`config.mk`:
```
export PLATFORM = sky130hd
export DESIGN_NAME = mem_bus_arbiter_flat
export DESIGN_NICKNAME = d
export VERILOG_FILES = /design/src/rtl/mem_bus_arbiter_if.sv /design/src/rtl/mem_bus_arbiter.sv /design/src/flat_wrapper.sv
export SDC_FILE = /design/constraint.sdc
export NUM_CORES = 1
export LEC_CHECK = 0
export CAP_MARGIN = 20
export CORE_UTILIZATION = 37
export DETAILED_ROUTE_END_ITERATION = 12
export PLACE_DENSITY_LB_ADDON = 0.08
export SLEW_MARGIN = 20
export SYNTH_ARGS = -nofsm -noshare
export SYNTH_HDL_FRONTEND = slang
export SYNTH_SLANG_ARGS = --single-unit
```
`constraint.sdc`:
```
create_clock -name clk -period 1.7 [get_ports clk]
set_input_delay 0.17 -clock clk [delete_from_list [all_inputs] [get_ports clk]]
set_output_delay 0.17 -clock clk [all_outputs]
set_load 0.05 [all_outputs]
```
`src/rtl/mem_bus_arbiter_if.sv`:
```
// Bus bundle between mem_bus_arbiter, its two requesting masters and the external memory.
// The arbiter connects through the slave modport; the environment side uses master.
interface mem_bus_arbiter_if #(
    parameter int unsigned ADDR_W = 16,
    parameter int unsigned DATA_W = 8
);
    logic              cpu_req;
    logic              cpu_we;
    logic [ADDR_W-1:0] cpu_addr;
    logic [DATA_W-1:0] cpu_wdata;
    logic [DATA_W-1:0] cpu_rdata;
    logic              n_mem_rdy;

    logic              dma_req;
    logic              dma_we;
    logic [ADDR_W-1:0] dma_addr;
    logic [DATA_W-1:0] dma_wdata;
    logic [DATA_W-1:0] dma_rdata;
    logic              dma_ack;

    logic [ADDR_W-1:0] mem_addr;
    logic [DATA_W-1:0] mem_wdata;
    logic [DATA_W-1:0] mem_rdata;
    logic              n_mem_oe;
    logic              n_mem_we;

    modport slave (
        input  cpu_req, cpu_we, cpu_addr, cpu_wdata,
        output cpu_rdata, n_mem_rdy,
        input  dma_req, dma_we, dma_addr, dma_wdata,
        output dma_rdata, dma_ack,
        output mem_addr, mem_wdata, n_mem_oe, n_mem_we,
        input  mem_rdata
    );

    modport master (
        output cpu_req, cpu_we, cpu_addr, cpu_wdata,
        input  cpu_rdata, n_mem_rdy,
        output dma_req, dma_we, dma_addr, dma_wdata,
        input  dma_rdata, dma_ack,
        input  mem_addr, mem_wdata, n_mem_oe, n_mem_we,
        output mem_rdata
    );
endinterface

```
`src/rtl/mem_bus_arbiter.sv`:
```
// Shares the external memory bus between the CPU and one secondary master, sequencing strobes,
// wait states and completion. Define MEM_BUS_ARBITER_RR_EN for round-robin; default is CPU priority.
module mem_bus_arbiter #(
    parameter int unsigned ADDR_W      = 16,
    parameter int unsigned DATA_W      = 8,
    parameter int unsigned WAIT_STATES = 1
) (
    input  logic             clk,
    input  logic             rst,
    mem_bus_arbiter_if.slave bus
);
    localparam int unsigned WCNT_W = 4;

    typedef enum logic [1:0] {IDLE, ACCESS, DONE} state_t;

    state_t              state_q, state_d;
    logic [WCNT_W-1:0]   wcnt_q, wcnt_d;
    logic                last_grant_q, last_grant_d;
    logic                owner_q, owner_d;
    logic                we_q, we_d;
    logic [ADDR_W-1:0]   addr_q, addr_d;
    logic [DATA_W-1:0]   wdata_q, wdata_d;
    logic [DATA_W-1:0]   cpu_rdata_q, cpu_rdata_d;
    logic [DATA_W-1:0]   dma_rdata_q, dma_rdata_d;
    logic                n_oe_q, n_oe_d;
    logic                n_we_q, n_we_d;
    logic                n_rdy_q, n_rdy_d;
    logic                ack_q, ack_d;
    logic                pick_dma;

    // Winner selection for a request sampled in IDLE
`ifdef MEM_BUS_ARBITER_RR_EN
    assign pick_dma = bus.dma_req && (!bus.cpu_req || !last_grant_q);
`else
    assign pick_dma = bus.dma_req && !bus.cpu_req;
`endif

    always_comb begin
        state_d      = state_q;
        wcnt_d       = wcnt_q;
        last_grant_d = last_grant_q;
        owner_d      = owner_q;
        we_d         = we_q;
        addr_d       = addr_q;
        wdata_d      = wdata_q;
        cpu_rdata_d  = cpu_rdata_q;
        dma_rdata_d  = dma_rdata_q;
        n_oe_d       = 1'b1;
        n_we_d       = 1'b1;
        n_rdy_d      = 1'b1;
        ack_d        = 1'b0;

        unique case (state_q)
            IDLE: begin
                if (bus.cpu_req || bus.dma_req) begin
                    owner_d      = pick_dma;
                    last_grant_d = pick_dma;
                    we_d         = pick_dma ? bus.dma_we    : bus.cpu_we;
                    addr_d       = pick_dma ? bus.dma_addr  : bus.cpu_addr;
                    wdata_d      = pick_dma ? bus.dma_wdata : bus.cpu_wdata;
                    wcnt_d       = WCNT_W'(WAIT_STATES);
                    n_oe_d       = we_d;
                    n_we_d       = !we_d;
                    state_d      = ACCESS;
                end
            end
            ACCESS: begin
                if (wcnt_q == '0) begin
                    if (!we_q) begin
                        if (owner_q) dma_rdata_d = bus.mem_rdata;
                        else         cpu_rdata_d = bus.mem_rdata;
                    end
                    // Owner 0 is the CPU: its ready is active-low, the DMA ack active-high
                    n_rdy_d = owner_q;
                    ack_d   = owner_q;
                    state_d = DONE;
                end else begin
                    wcnt_d = wcnt_q - WCNT_W'(1);
                    n_oe_d = we_q;
                    n_we_d = !we_q;
                end
            end
            DONE: begin
                state_d = IDLE;
            end
            default: begin
                state_d = IDLE;
            end
        endcase
    end

    always_ff @(posedge clk) begin
        if (rst) begin
            state_q      <= IDLE;
            wcnt_q       <= '0;
            last_grant_q <= 1'b1;
            owner_q      <= 1'b0;
            we_q         <= 1'b0;
            addr_q       <= '0;
            wdata_q      <= '0;
            cpu_rdata_q  <= '0;
            dma_rdata_q  <= '0;
            n_oe_q       <= 1'b1;
            n_we_q       <= 1'b1;
            n_rdy_q      <= 1'b1;
            ack_q        <= 1'b0;
        end else begin
            state_q      <= state_d;
            wcnt_q       <= wcnt_d;
            last_grant_q <= last_grant_d;
            owner_q      <= owner_d;
            we_q         <= we_d;
            addr_q       <= addr_d;
            wdata_q      <= wdata_d;
            cpu_rdata_q  <= cpu_rdata_d;
            dma_rdata_q  <= dma_rdata_d;
            n_oe_q       <= n_oe_d;
            n_we_q       <= n_we_d;
            n_rdy_q      <= n_rdy_d;
            ack_q        <= ack_d;
        end
    end

    // The latched address/data registers drive the bus directly
    assign bus.mem_addr  = addr_q;
    assign bus.mem_wdata = wdata_q;
    assign bus.n_mem_oe  = n_oe_q;
    assign bus.n_mem_we  = n_we_q;
    assign bus.cpu_rdata = cpu_rdata_q;
    assign bus.dma_rdata = dma_rdata_q;
    assign bus.n_mem_rdy = n_rdy_q;
    assign bus.dma_ack   = ack_q;
endmodule

```
`src/flat_wrapper.sv`:
```
// flat-port wrapper written by rule: the top's interface ports become plain ports
module mem_bus_arbiter_flat 
#(
    parameter int unsigned ADDR_W      = 16,
    parameter int unsigned DATA_W      = 8,
    parameter int unsigned WAIT_STATES = 1
)
  (clk, rst, bus_cpu_req, bus_cpu_we, bus_cpu_addr, bus_cpu_wdata, bus_cpu_rdata, bus_n_mem_rdy, bus_dma_req, bus_dma_we, bus_dma_addr, bus_dma_wdata, bus_dma_rdata, bus_dma_ack, bus_mem_addr, bus_mem_wdata, bus_n_mem_oe, bus_n_mem_we, bus_mem_rdata);
  mem_bus_arbiter_if #(.ADDR_W(ADDR_W), .DATA_W(DATA_W)) bus_i ();
  input  logic clk;
  input  logic rst;
  input wire logic [$bits(bus_i.cpu_req)-1:0] bus_cpu_req;
  input wire logic [$bits(bus_i.cpu_we)-1:0] bus_cpu_we;
  input wire logic [$bits(bus_i.cpu_addr)-1:0] bus_cpu_addr;
  input wire logic [$bits(bus_i.cpu_wdata)-1:0] bus_cpu_wdata;
  output wire logic [$bits(bus_i.cpu_rdata)-1:0] bus_cpu_rdata;
  output wire logic [$bits(bus_i.n_mem_rdy)-1:0] bus_n_mem_rdy;
  input wire logic [$bits(bus_i.dma_req)-1:0] bus_dma_req;
  input wire logic [$bits(bus_i.dma_we)-1:0] bus_dma_we;
  input wire logic [$bits(bus_i.dma_addr)-1:0] bus_dma_addr;
  input wire logic [$bits(bus_i.dma_wdata)-1:0] bus_dma_wdata;
  output wire logic [$bits(bus_i.dma_rdata)-1:0] bus_dma_rdata;
  output wire logic [$bits(bus_i.dma_ack)-1:0] bus_dma_ack;
  output wire logic [$bits(bus_i.mem_addr)-1:0] bus_mem_addr;
  output wire logic [$bits(bus_i.mem_wdata)-1:0] bus_mem_wdata;
  output wire logic [$bits(bus_i.n_mem_oe)-1:0] bus_n_mem_oe;
  output wire logic [$bits(bus_i.n_mem_we)-1:0] bus_n_mem_we;
  input wire logic [$bits(bus_i.mem_rdata)-1:0] bus_mem_rdata;
  assign bus_i.cpu_req = bus_cpu_req;
  assign bus_i.cpu_we = bus_cpu_we;
  assign bus_i.cpu_addr = bus_cpu_addr;
  assign bus_i.cpu_wdata = bus_cpu_wdata;
  assign bus_cpu_rdata = bus_i.cpu_rdata;
  assign bus_n_mem_rdy = bus_i.n_mem_rdy;
  assign bus_i.dma_req = bus_dma_req;
  assign bus_i.dma_we = bus_dma_we;
  assign bus_i.dma_addr = bus_dma_addr;
  assign bus_i.dma_wdata = bus_dma_wdata;
  assign bus_dma_rdata = bus_i.dma_rdata;
  assign bus_dma_ack = bus_i.dma_ack;
  assign bus_mem_addr = bus_i.mem_addr;
  assign bus_mem_wdata = bus_i.mem_wdata;
  assign bus_n_mem_oe = bus_i.n_mem_oe;
  assign bus_n_mem_we = bus_i.n_mem_we;
  assign bus_i.mem_rdata = bus_mem_rdata;
  mem_bus_arbiter #(.ADDR_W(ADDR_W), .DATA_W(DATA_W), .WAIT_STATES(WAIT_STATES)) u_core (.clk(clk), .rst(rst), .bus(bus_i));
endmodule
```
# Word level (Yosys, flattened, before mapping)
# Index checks and enable logic that the tools add are counted.
# op_classes
bitwise_logic	4
reduce_logical	14
eq_ne	4
n_mux	15
n_addsub	1
# op_table
operator	n
16-bit 2-to-1 mux	1
4-bit 2-to-1 mux	2
8-bit 2-to-1 mux	1
4-bit case mux with 2 select lines	1
4-bit AND reduction	2
1-bit 2-to-1 mux	5
4-bit zero test	1
2-bit 2-to-1 mux	2
2-bit by 1-bit inequality test with 1-bit output, second input constant	2
1-bit inverter	4
1-bit case mux with 2 select lines	2
2-bit case mux with 2 select lines	1
2-bit AND reduction	2
4-bit by 1-bit subtractor with 4-bit output, second input constant	1
1-bit zero test	3
3-bit AND reduction	1
3-bit OR reduction	1
2-bit by 1-bit equality test with 1-bit output, second input constant	1
2-bit zero test	1
2-bit inequality test, second input constant	1
2-bit nonzero test	1
1-bit logical AND	1
1-bit logical OR	1
# totals
out_inout_bits	44
ff_bits	52
wordCells	50

# Longest topological paths before layout
# Gate-level depths: netlist (run 1).
# logic_depth
ltp_word	6
mapped_depth	6

# Worst setup path before layout (run 1)
# No wires, ideal clock.
# synth_timing
path_kind	flip-flop to flip-flop
from	register u_core.wcnt_q[0]
to	register u_core.cpu_rdata_q[0] (netlist: u_core.bus.cpu_rdata[0])
synth_period_minus_slack_ns	1.599
arrival_time_ns	1.527
stages_incl_launch_ff	6
slack_ns	0.101
setup_time_ns	0.072
path_buffers	0
path_cell_list	dfxtp_1 > inv_1 > ha_1 > or3b_4 > nor4_4 > mux2i_1
# synth_between
elab_chain_len	2
# synth_rtl
item	line_no	rtl
from (decl)	mem_bus_arbiter.sv:17	logic [WCNT_W-1:0] wcnt_q, wcnt_d;
from (signal assigned)	mem_bus_arbiter.sv:109	wcnt_q <= wcnt_d;
4-bit zero test	mem_bus_arbiter.sv:68	if (wcnt_q == '0) begin
4-bit AND reduction (no source line)	n/a	
to (signal assigned)	mem_bus_arbiter.sv:115	cpu_rdata_q <= cpu_rdata_d;
to (decl)	mem_bus_arbiter.sv:23	logic [DATA_W-1:0] cpu_rdata_q, cpu_rdata_d;
# Every way passes these cells.
# A chain may end at the register's enable or synchronous reset.

# Worst setup path in the final report (run 1)
# layout_timing
from	register u_core.cpu_rdata_q[5] (netlist: u_core.bus.cpu_rdata[5])
to	output bus_cpu_rdata[5]
# layout_lines
item	line_no	rtl
to (decl)	flat_wrapper.sv:16	output wire logic [$bits(bus_i.cpu_rdata)-1:0] bus_cpu_rdata;
# No word-level cell between the ends.

==> impl_table.tex, run 1 <==
\begin{tabular}{lr}
\hline
Metric & Value \\
\hline
\multicolumn{2}{l}{\textbf{Run status}} \\
\quad Result of the run & finished, final reports clean \\
\multicolumn{2}{l}{\textbf{Global routing}} \\
\quad Maximum number of pins on one net before global-route repair & 25 \\
\quad Global-route usage over all layers & 17.15\% \\
\quad Total grt overflow & 0 \\
\quad Global-route wire length before repair & 8542 um \\
\quad Via count of the first global-routing pass & 1798 \\
\quad Number of antenna violations at the first check in global routing & 0 \\
\multicolumn{2}{l}{\textbf{Cells and area}} \\
\quad Most common cell after layout, fill and taps aside & sky130\_fd\_sc\_hd\_\_clkdlybuf4s50\_1 \\
\quad Number of nets in the layout & 374 \\
\quad Fraction of layout instances using a drive strength above 1 & 8.974\% \\
\quad Antenna diode instance count & 0 \\
\quad Final std cell area, no fill & 0.003476 mm2 \\
\quad Fillcell total & 487 \\
\quad Area growth from synthesis to layout & 57.13\% \\
\quad Area of the multi-input gates & 0.001090 mm2 \\
\quad Area occupied by registers & 0.001041 mm2 \\
\quad Most frequent cells in the layout & sky130\_fd\_sc\_hd\_\_clkdlybuf4s50\_1 (101), sky130\_fd\_sc\_hd\_\_dfxtp\_1 (52), sky130\_fd\_sc\_hd\_\_mux2i\_1 (40) \\
\multicolumn{2}{l}{\textbf{Pwr}} \\
\quad Sequential group share of total power & 44.3\% \\
\quad Net switching power figure & 1.030 mW \\
\quad Leakage power total & 1.408 nW \\
\quad Post-layout power & 3.145 mW \\
\quad Sw frac & 32.77\% \\
\quad Clock power share & 22.7\% \\
\quad Power per cell area & 904.7 mW/mm2 \\
\quad Share of total power in combinational logic & 33.0\% \\
\quad Internal power consumption & 2.114 mW \\
\quad Largest vdd supply drop & 0.4595 mV \\
\multicolumn{2}{l}{\textbf{Setup path}} \\
\quad Standard cell with the maximum stage delay on the critical path & sky130\_fd\_sc\_hd\_\_clkdlybuf4s50\_1 \\
\quad Launch point of the worst reg-to-reg path & u\_core.wcnt\_q[1]\$\_SDFFE\_PP0P\_ \\
\quad Worst Setup EP & bus\_cpu\_rdata[5] \\
\quad Reg2reg path depth & 5 \\
\quad CP Launch Point & u\_core.bus.cpu\_rdata[5]\$\_SDFFE\_PP0P\_ \\
\quad Maximum fanout count along the critical path & 2 \\
\quad Buffers and inverters on the worst path & 1 \\
\quad CP required & 1530 ps \\
\quad Startpoint Class & flop \\
\quad Register-to-register setup slack & 100 ps \\
\quad Setup CP Type & reg -> out \\
\quad Critical Path Sink Type & output pin \\
\quad Delay-heaviest family, CP & buffers and inverters \\
\quad Sequence of cells on the critical path & clkdlybuf4s50\_1 \\
\quad Critical path depth in cells & 1 \\
\quad Arrival time at the worst endpoint & 1460 ps \\
\quad Destination of the worst register-to-register timing path & u\_core.wcnt\_q[2]\$\_SDFFE\_PP0P\_ \\
\quad Crit path largest cell delay & 810 ps \\
\multicolumn{2}{l}{\textbf{Logic synthesis}} \\
\quad Yosys warning count & 0 \\
\quad Count of flip-flops with a built-in enable after synthesis & 0 \\
\quad Area share of the leading cell type in the synthesized netlist & 47.06\% \\
\quad Avg Cell Area, Syn & 10.84 um2 \\
\quad Synthesis-stage register bit count & 52 \\
\quad Syn Inst Count & 204 \\
\quad Cell area after synthesis & 0.002212 mm2 \\
\quad Unique masters post-synth & 34 \\
\quad Sequential share of the synthesized area & 47.06\% \\
\quad Share of flip-flops with an asynchronous set or reset & 0\% \\
\quad Top cells by area, synth & sky130\_fd\_sc\_hd\_\_dfxtp\_1 (47\%), sky130\_fd\_sc\_hd\_\_mux2i\_1 (18\%), sky130\_fd\_sc\_hd\_\_o2bb2ai\_1 (9.5\%), sky130\_fd\_sc\_hd\_\_nand2b\_1 (7.6\%), sky130\_fd\_sc\_hd\_\_buf\_2 (1.6\%) \\
\quad Library cell with the largest summed area after synthesis & sky130\_fd\_sc\_hd\_\_dfxtp\_1 \\
\quad Synth Net Count & 267 \\
\quad Dominant synthesized flop cell & sky130\_fd\_sc\_hd\_\_dfxtp\_1 \\
\multicolumn{2}{l}{\textbf{STA}} \\
\quad Period Utilization, post-route & 96.14\% \\
\quad Number of hold-slack violations in the final timing report & 0 \\
\quad Maximum operating frequency & 611.9 MHz \\
\quad Unrepaired setup endpoints after global routing & false \\
\quad Setup\_tns & 0 ps \\
\quad Post-route setup slack & 65.63 ps \\
\quad Measured slew at the worst slew-check pin & 557.4 ps \\
\quad Setup violation total in the final timing report & 0 \\
\quad Period minus WS final & 1634 ps \\
\quad Worst-case headroom to the max-slew limit & 61.88\% \\
\quad Number of pins with negative max-slew slack in the final report & 0 \\
\quad Worst clock skew & 12.70 ps \\
\multicolumn{2}{l}{\textbf{Placed design}} \\
\quad \# port buffers & 105 \\
\quad Worst setup slack before clock tree synthesis & -9.081 ps \\
\quad Dpl hpwl & 4102 um \\
\quad Placed instance area & 0.003376 mm2 \\
\quad Global placer's final weighted congestion & 0.7476 \\
\multicolumn{2}{l}{\textbf{Route}} \\
\quad Vias per cell & 4.945 \\
\quad Violation count after the first detailed-route iteration & 45 \\
\quad Wirelength per Cell & 14.21 um \\
\quad Number of iterations in the first detailed-routing pass & 4 \\
\quad Vias post-DR & 1899 \\
\quad Count of nets left with antenna violations after detail routing & 0 \\
\quad WL final & 5456 um \\
\quad Drc violations & 0 \\
\multicolumn{2}{l}{\textbf{Clocking}} \\
\quad CTS buffer count & 5 \\
\quad Root buffer selected by CTS & sky130\_fd\_sc\_hd\_\_clkbuf\_8 \\
\quad CTS tree & built \\
\quad Maximum number of buffers from clock root to sink & 2 \\
\quad Number of clock sinks & 52 \\
\quad CTS H-tree lvls & 2 \\
\quad Clk\_lat worst skew & 300 ps \\
\quad Clk slew on worst S/H paths & 90 ps \\
\multicolumn{2}{l}{\textbf{Run}} \\
\quad Number of maximum-capacitance violations & 0 \\
\multicolumn{2}{l}{\textbf{Die}} \\
\quad Starting Density & 39.21\% \\
\quad Die width & 79.32 um \\
\quad Cell Rows & 27 \\
\quad Die height & 79.32 um \\
\quad Core area & 0.005642 mm2 \\
\quad IO Count & 106 \\
\quad Area of the die & 0.006292 mm2 \\
\multicolumn{2}{l}{\textbf{Min path}} \\
\quad Type of the most critical hold path & in -> reg \\
\hline
\end{tabular}
[per-layer routing]
layer / vias up / routed length [um] / global-route usage [%]
li1: 949 / - / -
met1: 872 / 2561 / 22.33
met2: 74 / 2362 / 27.67
met3: 4 / 494 / 5.287
met4: 0 / 38 / 3.818
met5: - / 0 / 0
[metrics by stage]
step / cells / hold WS (ps) / utilization [%]
after global placement: 376 / 445.0 / 59.84
final: 384 / 464.6 / 61.61
after CTS: 384 / 452.8 / 61.50
after global routing: 384 / 478.9 / 61.61
after floorplan: 204 / 266.6 / -
after detailed placement: 376 / 447.6 / 59.84
[worst min-delay path by stage]
stage	start	end	slack (ps)	depth (start not counted)
final	bus_mem_rdata[7]	u_core.bus.cpu_rdata[7]$_SDFFE_PP0P_	460	3
after global routing	bus_mem_rdata[1]	u_core.bus.dma_rdata[1]$_SDFFE_PP0P_	480	3
after CTS	bus_mem_rdata[7]	u_core.bus.cpu_rdata[7]$_SDFFE_PP0P_	450	3
after detailed placement	u_core.bus.mem_wdata[3]$_SDFFE_PP0P_	u_core.bus.mem_wdata[3]$_SDFFE_PP0P_	450	1
after global placement	u_core.bus.mem_wdata[2]$_SDFFE_PP0P_	u_core.bus.mem_wdata[2]$_SDFFE_PP0P_	440	1
after floorplan	bus_cpu_req	u_core.owner_q$_SDFFE_PP0P_	270	1
[power by group through the flow]
stage / Sequential (mW) / Combinational, mW / Clock (mW)
floorplan: 1.73 / 0.309 / 0
global placement: 1.42 / 1.03 / 0
detailed placement: 1.42 / 1.04 / 0
CTS: 1.39 / 1.04 / 0.744
global route: 1.41 / 1.10 / 0.799
finish: 1.39 / 1.04 / 0.715
[flip-flops by register name (all words and copies together) (netlist names)]
register	count
u_core.bus.mem_addr	16
u_core.bus.cpu_rdata	8
u_core.bus.dma_rdata	8
u_core.bus.mem_wdata	8
u_core.wcnt_q	4
u_core.state_q	2
u_core.bus.dma_ack	1
u_core.bus.n_mem_oe	1
u_core.bus.n_mem_rdy	1
u_core.bus.n_mem_we	1
u_core.owner_q	1
u_core.we_q	1
[layout make-up]
class	instances	share of cell area, %
flip-flops and latches	52	29.95
clock inverters	1	0.2160
repair buffers	114	33.08
clock buffers	7	2.484
well taps	72	2.592
multi-input cells	135	31.35
inverters	3	0.3240
[kinds of logic (layout without fill, tap and decap cells)]
| group | Yosys count | count (layout) | synth area share [%] |
|---|---|---|---|
| AOI/OAI and AO/OA | 41 | 41 | 14.37 |
| adders and majority gates | 1 | 1 | 0.5655 |
| buffers and inverters | 17 | 125 | 3.959 |
| DFF | 52 | 52 | 47.06 |
| muxes | 40 | 40 | 18.10 |
| and+or+nand+nor | 53 | 53 | 15.95 |
[timing repair]
| action | in CTS | in global routing |
|---|---|---|
| setup buffers | 0 | 0 |
| hold buffers | 0 | 0 |
| setup endpoints to repair | 0 | 5 |
| resized for setup | 0 | 3 |
[synth_stat cells (3+ instances only)]
master,number
sky130_fd_sc_hd__nor2_1,3
sky130_fd_sc_hd__mux2i_1,40
sky130_fd_sc_hd__a21oi_1,6
sky130_fd_sc_hd__o2bb2ai_1,24
sky130_fd_sc_hd__clkbuf_1,5
sky130_fd_sc_hd__inv_1,3
sky130_fd_sc_hd__nand2b_1,27
sky130_fd_sc_hd__buf_2,7
sky130_fd_sc_hd__nor3_1,4
sky130_fd_sc_hd__dfxtp_1,52
sky130_fd_sc_hd__o21ai_0,3
Note: power is estimated with default switching activity, not from simulation.
==> inputs of run 2 (changes only) <==
--- a/config.mk
+++ b/config.mk
@@ -6,6 +6,7 @@
 export NUM_CORES = 1
 export LEC_CHECK = 0
 export CAP_MARGIN = 20
+export CORE_ASPECT_RATIO = 0.6
 export CORE_UTILIZATION = 37
 export DETAILED_ROUTE_END_ITERATION = 12
 export PLACE_DENSITY_LB_ADDON = 0.08
==> impl_table.tex, run 2 (same netlist as run 1, synthesis figures left out) <==
\begin{tabular}{lr}
\hline
Metric & Value \\
\hline
\multicolumn{2}{l}{\textbf{Run status}} \\
\quad Result of the run & finished, final reports clean \\
\multicolumn{2}{l}{\textbf{Setup path}} \\
\quad Critical Path Sink Type & output pin \\
\quad Sequence of cells on the critical path & clkdlybuf4s50\_1 \\
\quad Destination of the worst register-to-register timing path & u\_core.bus.cpu\_rdata[3]\$\_SDFFE\_PP0P\_ \\
\quad Reg2reg path depth & 6 \\
\quad Setup CP Type & reg -> out \\
\quad Arrival time at the worst endpoint & 1480 ps \\
\quad Register-to-register setup slack & 100 ps \\
\quad CP required & 1530 ps \\
\quad Startpoint Class & flop \\
\quad Standard cell with the maximum stage delay on the critical path & sky130\_fd\_sc\_hd\_\_clkdlybuf4s50\_1 \\
\quad Crit path largest cell delay & 830 ps \\
\quad Delay-heaviest family, CP & buffers and inverters \\
\quad Launch point of the worst reg-to-reg path & u\_core.wcnt\_q[1]\$\_SDFFE\_PP0P\_ \\
\quad Buffers and inverters on the worst path & 1 \\
\quad Maximum fanout count along the critical path & 2 \\
\multicolumn{2}{l}{\textbf{STA}} \\
\quad Worst clock skew & 8.882 ps \\
\quad Number of hold-slack violations in the final timing report & 0 \\
\quad Period Utilization, post-route & 97.14\% \\
\quad Unrepaired setup endpoints after global routing & false \\
\quad Worst-case headroom to the max-slew limit & 62.04\% \\
\quad Setup\_tns & 0 ps \\
\quad Measured slew at the worst slew-check pin & 555.0 ps \\
\quad Period minus WS final & 1651 ps \\
\quad Number of pins with negative max-slew slack in the final report & 0 \\
\quad Maximum operating frequency & 605.5 MHz \\
\quad Setup violation total in the final timing report & 0 \\
\multicolumn{2}{l}{\textbf{Clocking}} \\
\quad Hold-fix buffer count after cts & 0 \\
\quad Root buffer selected by CTS & sky130\_fd\_sc\_hd\_\_clkbuf\_8 \\
\quad CTS tree & built \\
\quad Number of clock sinks & 52 \\
\quad Clk slew on worst S/H paths & 100 ps \\
\quad Clk\_lat worst skew & 300 ps \\
\quad Number of buffers inserted by post-CTS setup repair & 0 \\
\quad Maximum number of buffers from clock root to sink & 2 \\
\quad CTS H-tree lvls & 2 \\
\quad CTS buffer count & 5 \\
\multicolumn{2}{l}{\textbf{Global routing}} \\
\quad Maximum number of pins on one net before global-route repair & 35 \\
\quad Global-route usage over all layers & 17.27\% \\
\quad Global-route wire length before repair & 8190 um \\
\quad Total grt overflow & 0 \\
\quad Number of antenna violations at the first check in global routing & 0 \\
\quad Via count of the first global-routing pass & 1655 \\
\multicolumn{2}{l}{\textbf{Cells and area}} \\
\quad Area growth from synthesis to layout & 59.05\% \\
\quad Max reg flops & 16 \\
\quad Number of nets in the layout & 372 \\
\quad Fraction of layout instances using a drive strength above 1 & 8.710\% \\
\quad Most frequent cells in the layout & sky130\_fd\_sc\_hd\_\_clkdlybuf4s50\_1 (99), sky130\_fd\_sc\_hd\_\_dfxtp\_1 (52), sky130\_fd\_sc\_hd\_\_mux2i\_1 (40) \\
\quad Antenna diode instance count & 0 \\
\quad Filler-free cell count of the finished design & 390 \\
\quad Final std cell area, no fill & 0.003518 mm2 \\
\quad Most common cell after layout, fill and taps aside & sky130\_fd\_sc\_hd\_\_clkdlybuf4s50\_1 \\
\quad Final cell utilization of the core & 61.99\% \\
\multicolumn{2}{l}{\textbf{Die}} \\
\quad Die height & 61.90 um \\
\quad Cell Rows & 21 \\
\quad Starting Density & 38.98\% \\
\quad Die width & 101.8 um \\
\quad IO Count & 106 \\
\quad Core area & 0.005675 mm2 \\
\quad Area of the die & 0.006302 mm2 \\
\multicolumn{2}{l}{\textbf{Route}} \\
\quad Wirelength per Cell & 14.20 um \\
\quad Vias per cell & 4.772 \\
\quad Vias post-DR & 1861 \\
\quad Count of nets left with antenna violations after detail routing & 0 \\
\quad Violation count after the first detailed-route iteration & 48 \\
\quad WL final & 5538 um \\
\quad Drc violations & 0 \\
\quad Number of iterations in the first detailed-routing pass & 4 \\
\multicolumn{2}{l}{\textbf{Placed design}} \\
\quad Placed instance area & 0.003383 mm2 \\
\quad Dpl hpwl & 4143 um \\
\quad Number of placed instances with taps included & 382 \\
\quad \# port buffers & 105 \\
\quad Global placer's final weighted congestion & 0.7353 \\
\multicolumn{2}{l}{\textbf{Pwr}} \\
\quad Leakage power total & 1.448 nW \\
\quad Largest vdd supply drop & 0.5003 mV \\
\quad Power per cell area & 931.6 mW/mm2 \\
\multicolumn{2}{l}{\textbf{Run}} \\
\quad Number of maximum-capacitance violations & 0 \\
\multicolumn{2}{l}{\textbf{Min path}} \\
\quad Hold Path Cell Cnt & 3 \\
\quad End of the worst hold path & u\_core.bus.dma\_rdata[4]\$\_SDFFE\_PP0P\_ \\
\quad Type of the most critical hold path & in -> reg \\
\quad Worst Min Path Start & bus\_mem\_rdata[4] \\
\hline
\end{tabular}
[run 2: report_power, final]
group | internal [mW] | total (mW) | switching (mW)
Combinational | 0.458 | 1.05 | 0.591
Clock | 0.437 | 0.834 | 0.397
Sequential | 1.33 | 1.39 | 0.0669
[run 2: how the worst max path moves through the flow]
stage	slack, ps	from	depth (start not counted)	to
floorplan	100	u_core.wcnt_q[0]$_SDFFE_PP0P_	5	u_core.bus.cpu_rdata[0]$_SDFFE_PP0P_
global placement	-20	bus_cpu_req	4	u_core.bus.n_mem_oe$_SDFF_PP1_
detailed placement	-30	bus_cpu_req	4	u_core.bus.n_mem_oe$_SDFF_PP1_
CTS	20	u_core.wcnt_q[0]$_SDFFE_PP0P_	5	u_core.bus.dma_rdata[7]$_SDFFE_PP0P_
global route	2	u_core.bus.dma_rdata[5]$_SDFFE_PP0P_	1	bus_dma_rdata[5]
finish	50	u_core.bus.mem_wdata[7]$_SDFFE_PP0P_	1	bus_mem_wdata[7]
[run 2: what timing repair did]
item                                   CTS  global route
setup endpoints to repair                0            19
endpoints found under the hold margin    0             0
gates resized for setup                  0             8
[run 2: area by class of cell]
class,count,area (um2)
fill,498,2157
tap,80,100.1
clock inverter,2,35.03
clock buffer,6,72.57
timing repair buffer,112,1152
inverter,3,11.26
multi-input combinational,135,1106
sequential,52,1041
[run 2: through the flow]
step / hold WS (ps) / total power [mW] / worst slack (ps)
4_1_cts: 464.9 / 3.291 / 16.66
2_1_floorplan: 266.6 / 2.037 / 100.8
6_report: 465.0 / 3.278 / 48.58
5_1_grt: 484.0 / 3.428 / 1.804
3_3_place_gp: 444.6 / 2.449 / -19.33
3_5_place_dp: 446.9 / 2.455 / -28.74
[run 2: routing by layer]
layer,GRT usage (%),part of all wire [%],vias to the layer above,routed length (um)
met5,0,0,-,0
met4,5.510,0.92,0,51
met3,5.369,7.1,4,395
met2,24.03,41,62,2255
met1,25.22,51,847,2836
li1,-,-,948,-
==> RTL edit 1, RTL diff (settings of run 2) <==
The localparam `WCNT_W` goes from 4 to 3.
--- a/src/rtl/mem_bus_arbiter.sv
+++ b/src/rtl/mem_bus_arbiter.sv
@@ -10,5 +10,5 @@
     mem_bus_arbiter_if.slave bus
 );
-    localparam int unsigned WCNT_W = 4;
+    localparam int unsigned WCNT_W = 3;
 
     typedef enum logic [1:0] {IDLE, ACCESS, DONE} state_t;
Function: no difference found for any inputs over 10 cycles, from zero or initial values and one cycle with rst high; that may be too few to reach the edited logic, so the function may still have changed.
==> RTL edit 1 against run 2 <==
Via count shrank 0.43%; total power shrank 0.36%; design area shrank 4.1%; wire length shrank 7.0%; worst hold slack lost 14 ps; synthesized area shrank 4.2%; sequential cell count shrank 1; setup slack lost 5.0 ps; critical path type unchanged.
==> RTL edit 1: results (changes against run 2) <==
* Post-Synth Adder-Cell Area at 1.18% (was 0.566%)
* R2R depth at 5 (was 6)
* Fin nets at 371 (was 372)
* Synth Area in Compound Gates at 15.2% (was 14.4%)
* Critical Path Sink: bus_mem_addr[5] (was bus_mem_wdata[7])
* P_leak at 0.00139 uW (was 0.00145 uW)
* Worst r2r src: u_core.wcnt_q[0]$_SDFFE_PP0P_ (was u_core.wcnt_q[1]$_SDFFE_PP0P_)
* Register area share after synthesis at 48.2% (was 47.1%)
* End of the worst hold path: u_core.bus.cpu_rdata[6]$_SDFFE_PP0P_ (was u_core.bus.dma_rdata[4]$_SDFFE_PP0P_)
* Vias in the first global route at 1746 (was 1655)
* Hold Crit Start: bus_mem_rdata[6] (was bus_mem_rdata[4])
* Synth cell count leaders: dfxtp_1 (51), mux2i_1 (41), nand2_1 (26) (was dfxtp_1 (52), mux2i_1 (40), nand2b_1 (27))
* R2R Path End: u_core.bus.dma_rdata[5]$_SDFFE_PP0P_ (was u_core.bus.cpu_rdata[3]$_SDFFE_PP0P_)
* Pin count of the biggest net entering global routing at 27 (was 35)
* Count of cell types in the netlist at 33 (was 34)
* Layout Skew at 6.79 ps (was 8.88 ps)
* Share of post-route cells with drive strength above 1 at 10.4% (was 8.71%)
* GRT Util Overall at 17.4% (was 17.3%)
* Post-synthesis mux area share at 19.4% (was 18.1%)
* Post-detail-place hpwl at 3980 um (was 4140 um)
* Critical Path Fanout Max at 2 (unchanged)
* Synth top area cells: dfxtp_1 (48%), mux2i_1 (19%), o2bb2ai_1 (9.9%) (was dfxtp_1 (47%), mux2i_1 (18%), o2bb2ai_1 (9.5%))
* Critical path origin: u_core.bus.mem_addr[5]$_SDFFE_PP0P_ (was u_core.bus.mem_wdata[7]$_SDFFE_PP0P_)
* Final WS setup at 43.6 ps (was 48.6 ps)
* Status: completed (unchanged)
* Post-Route WL at 5150 um (was 5540 um)
* Dpl ws at 75.2 ps (was -28.7 ps)
* Reg2Reg Setup Slack at 190 ps (was 100 ps)
* Slew HR at 64.9% (was 62.0%)
* Routability cong. at 0.869 (was 0.735)
* Via count at 1853 (was 1861)
* First-pass GRT wire length at 8230 um (was 8190 um)
* VDD IR max at 0.000430 V (was 0.000500 V)
* Hold depth at 3 (unchanged)
* Net Sw Frac at 35.6% (was 32.2%)
## RTL edit 1: cell types whose count changed in the layout (fill, tap and decap cells not counted), sizes merged, moves of 2 or more
cell,run 2,this run
buf,11,15
or4,2,0
nand2,0,26
dlymetal6s2s,2,0
nand2b,27,4
nor3b,2,0
a21o,2,0
## RTL edit 1: timing repair
item                       in CTS  in global routing
resized for setup               0                  2
setup endpoints to repair       0                  6
hold endpoints to repair        0                  0
## RTL edit 1: routing by layer
metal  share of wire, %  vias to the layer above  wire length (um)  global-route usage [%]
met5                  0                        -                 0                       0
met4                  0                        0                 0                    2.52
met3                6.2                        0               322                    5.30
met2                 43                       60              2210                    27.1
met1                 51                      855              2620                    24.5
li1                   -                      938                 -                       -
## RTL edit 1: final cells by class
type / count / area [um^2]
flip-flops and latches: 51 / 1020
multi-input cells: 132 / 1020
clock inverters: 3 / 25.0
well taps: 77 / 96.3
inverters: 3 / 11.3
fillers: 438 / 1910
clock buffers: 5 / 68.8
repair buffers: 114 / 1130
## RTL edit 1: metrics by stage
step	hold slack [ps]	area, um^2	instances	power (uW)
2_1_floorplan	267	2120	199	2130
3_3_place_gp	443	3270	377	2580
3_5_place_dp	447	3270	377	2580
4_1_cts	441	3370	385	3290
5_1_grt	462	3370	385	3440
6_report	451	3370	385	3270
## RTL edit 1: power by group through the flow
stage	Sequential (uW)	Clock (uW)	Combinational, uW
5_1_grt	1430	790	1230
3_5_place_dp	1430	0	1150
3_3_place_gp	1430	0	1140
2_1_floorplan	1790	0	338
4_1_cts	1410	732	1150
6_report	1410	705	1150
## RTL edit 1: kinds of logic after synthesis
| logic type | after synthesis |
|---|---|
| compound gates | 39 |
| fa+ha+maj | 2 |
| buf+inv | 16 |
| flops | 51 |
| mux | 41 |
| simple gates | 50 |
==> RTL edit 2, RTL diff (settings of run 2) <==
Without the edit above. Make the reset (`rst`) asynchronous in one clocked block.
--- a/src/rtl/mem_bus_arbiter.sv
+++ b/src/rtl/mem_bus_arbiter.sv
@@ -90,5 +90,5 @@
     end
 
-    always_ff @(posedge clk) begin
+    always_ff @(posedge clk or posedge rst) begin
         if (rst) begin
             state_q      <= IDLE;
Behaviour: differs if rst is asserted again (counterexample within 4 cycles, from zero or initial values and one cycle with rst high); with rst held inactive, the same outputs for 10 cycles.
==> RTL edit 2 against run 2 <==
The flow now finishes with violations (setup timing); synthesized area increased by 10%; sequential cell count unchanged; design area increased by 8.3%; global-route usage increased by 0.38 points; largest cell class is now sequential cells; setup slack got worse by 72 ps; fmax decreased by 4.2%; highest routed layer unchanged; sequential share of layout area increased by 4.7 points; wire length increased by 4.6%.
Power is not compared: it rests on default switching activity, and its combinational part moved more than twofold at a synthesized area within 25%.
==> RTL edit 2: results (changes against run 2) <==
* Post-Synth Adder-Cell Area at 0.514% (was 0.566%)
* Final WS setup at -23.0 ps (was 48.6 ps)
* Final Setup Violations at 2 (was 0)
* Share of post-route cells with drive strength above 1 at 30.4% (was 8.71%)
* Syn Area/Cell at 12.9 um^2 (was 10.8 um^2)
* Failing checks: setup timing
* Initial antenna violation count at 0 (unchanged)
* Count of cell types in the netlist at 40 (was 34)
* Critical Path Fanout Max at 8 (was 2)
* Worst path arrival time at 1930 ps (was 1480 ps)
* Dpl ws at 10.2 ps (was -28.7 ps)
* DP Cell Count at 383 (was 382)
* Synth cell count leaders: dfrtp_1 (49), mux2_2 (33), a21oi_1 (31) (was dfxtp_1 (52), mux2i_1 (40), nand2b_1 (27))
* First-pass GRT wire length at 9380 um (was 8190 um)
* Via count at 1873 (was 1861)
* Register area share after synthesis at 53.7% (was 47.1%)
* Critical Path Sink: u_core.bus.dma_rdata[2]$_DFFE_PP0P_ (was bus_mem_wdata[7])
* Hold crit path type: in2async (was in2reg)
* Combinational power share at 61.5%
* Pin count of the biggest net entering global routing at 24 (was 35)
* GRT Util Overall at 17.6% (was 17.3%)
* Synthesized Nets at 252 (was 267)
* Least-Margin Pin Slew at 526 ps (was 555 ps)
* Critical path origin: u_core.wcnt_q[1]$_DFFE_PP0P_ (was u_core.bus.mem_wdata[7]$_SDFFE_PP0P_)
* Vias in the first global route at 1952 (was 1655)
* Status: finished, violations left (was completed)
* Post-detail-place hpwl at 4320 um (was 4140 um)
* Synth warnings at 0 (unchanged)
* Critical path's largest stage delay at 410 ps (was 830 ps)
* P_leak at 0.00175 uW
* Post-synthesis mux area share at 23.9% (was 18.1%)
* CTS Buf Count at 5 (unchanged)
* Net switching power figure at 3670 uW
* Xor/xnor cell area share of the yosys netlist at 0% (unchanged)
* R2R depth at 5 (was 6)
* Setup TNS at -34.5 ps (was 0 ps)
* Synth top area cells: dfrtp_1 (50%), mux2_2 (15%), a21oi_1 (6.4%) (was dfxtp_1 (47%), mux2i_1 (18%), o2bb2ai_1 (9.5%))
* Fillers at 540 (was 498)
* Post-Place Cell Area at 0.00362 mm^2 (was 0.00338 mm^2)
* Ys async rst share at 100% (was 0%)
* Layout Skew at 7.61 ps (was 8.88 ps)
* DR iter-0 viols at 24 (was 48)
* Part of the power in the clock network at 9.3%
* Post-Route WL at 5790 um (was 5540 um)
* Slowest cell on crit path: dfrtp_1 (was clkdlybuf4s50_1)
* R2R Path End: u_core.bus.dma_rdata[2]$_DFFE_PP0P_ (was u_core.bus.cpu_rdata[3]$_SDFFE_PP0P_)
* Wire per inst at 14.6 um (was 14.2 um)
* Synth Flop Type: dfrtp_1 (was dfxtp_1)
* Synth Area in Compound Gates at 9.72% (was 14.4%)
* Worst hold slack at 136 ps (was 465 ps)
* Routability cong. at 0.768 (was 0.735)
* H-tree depth at 2 (unchanged)
RTL edit 2: changes by cell type after synthesis, sizes merged, moves of 3 or more:
| cell | run 2 | this run |
|---|---|---|
| nand2 | 0 | 3 |
| dfxtp | 52 | 0 |
| mux2i | 40 | 15 |
| dfrtp | 0 | 49 |
| dfstp | 0 | 3 |
| clkbuf | 5 | 1 |
| a21oi | 6 | 33 |
| o2bb2ai | 24 | 0 |
| nand2b | 27 | 3 |
| or3 | 3 | 0 |
| mux2 | 0 | 37 |
RTL edit 2: area by class of cell:
class                           instances  area (um^2)  area share, %
Multi-Input combinational cell        121         1050           27.7
Tap cell                               84          105           2.76
Inverter                                4         15.0          0.394
Timing Repair Buffer                  128         1240           32.6
Sequential cell                        52         1310           34.3
Clock buffer                            6         72.6           1.91
Clock inverter                          2         16.3          0.427
RTL edit 2: what timing repair did:
| action | in CTS | in global routing |
|---|---|---|
| setup endpoints to repair | 7 | 26 |
| setup buffers | 2 | 4 |
| pin swaps | 1 | 2 |
| resized for setup | 3 | 15 |
RTL edit 2: per-layer routing:
layer / part of all wire [%] / up-vias / global-route usage [%]
li1: - / 925 / -
met1: 49 / 887 / 24.1
met2: 44 / 59 / 27.1
met3: 6.8 / 2 / 6.64
met4: 0.21 / 0 / 3.08
met5: 0 / - / 0
RTL edit 2: worst max-delay path: cells and delay by family (launching register included):
kind,cells,cell delay [ps]
adders and majority gates,1,140
DFF,1,410
buffers and inverters,1,90
muxes,1,380
and+or+nand+nor,2,600
RTL edit 2: kinds of logic (layout without fill, tap and decap cells):
group | Yosys count | in the layout
multiplexers | 52 | 52
flip-flops | 52 | 52
AO/OA/AOI/OAI | 42 | 42
AND/OR/NAND/NOR | 26 | 26
buffers and inverters | 16 | 140
adder cells (fa/ha/maj) | 1 | 1
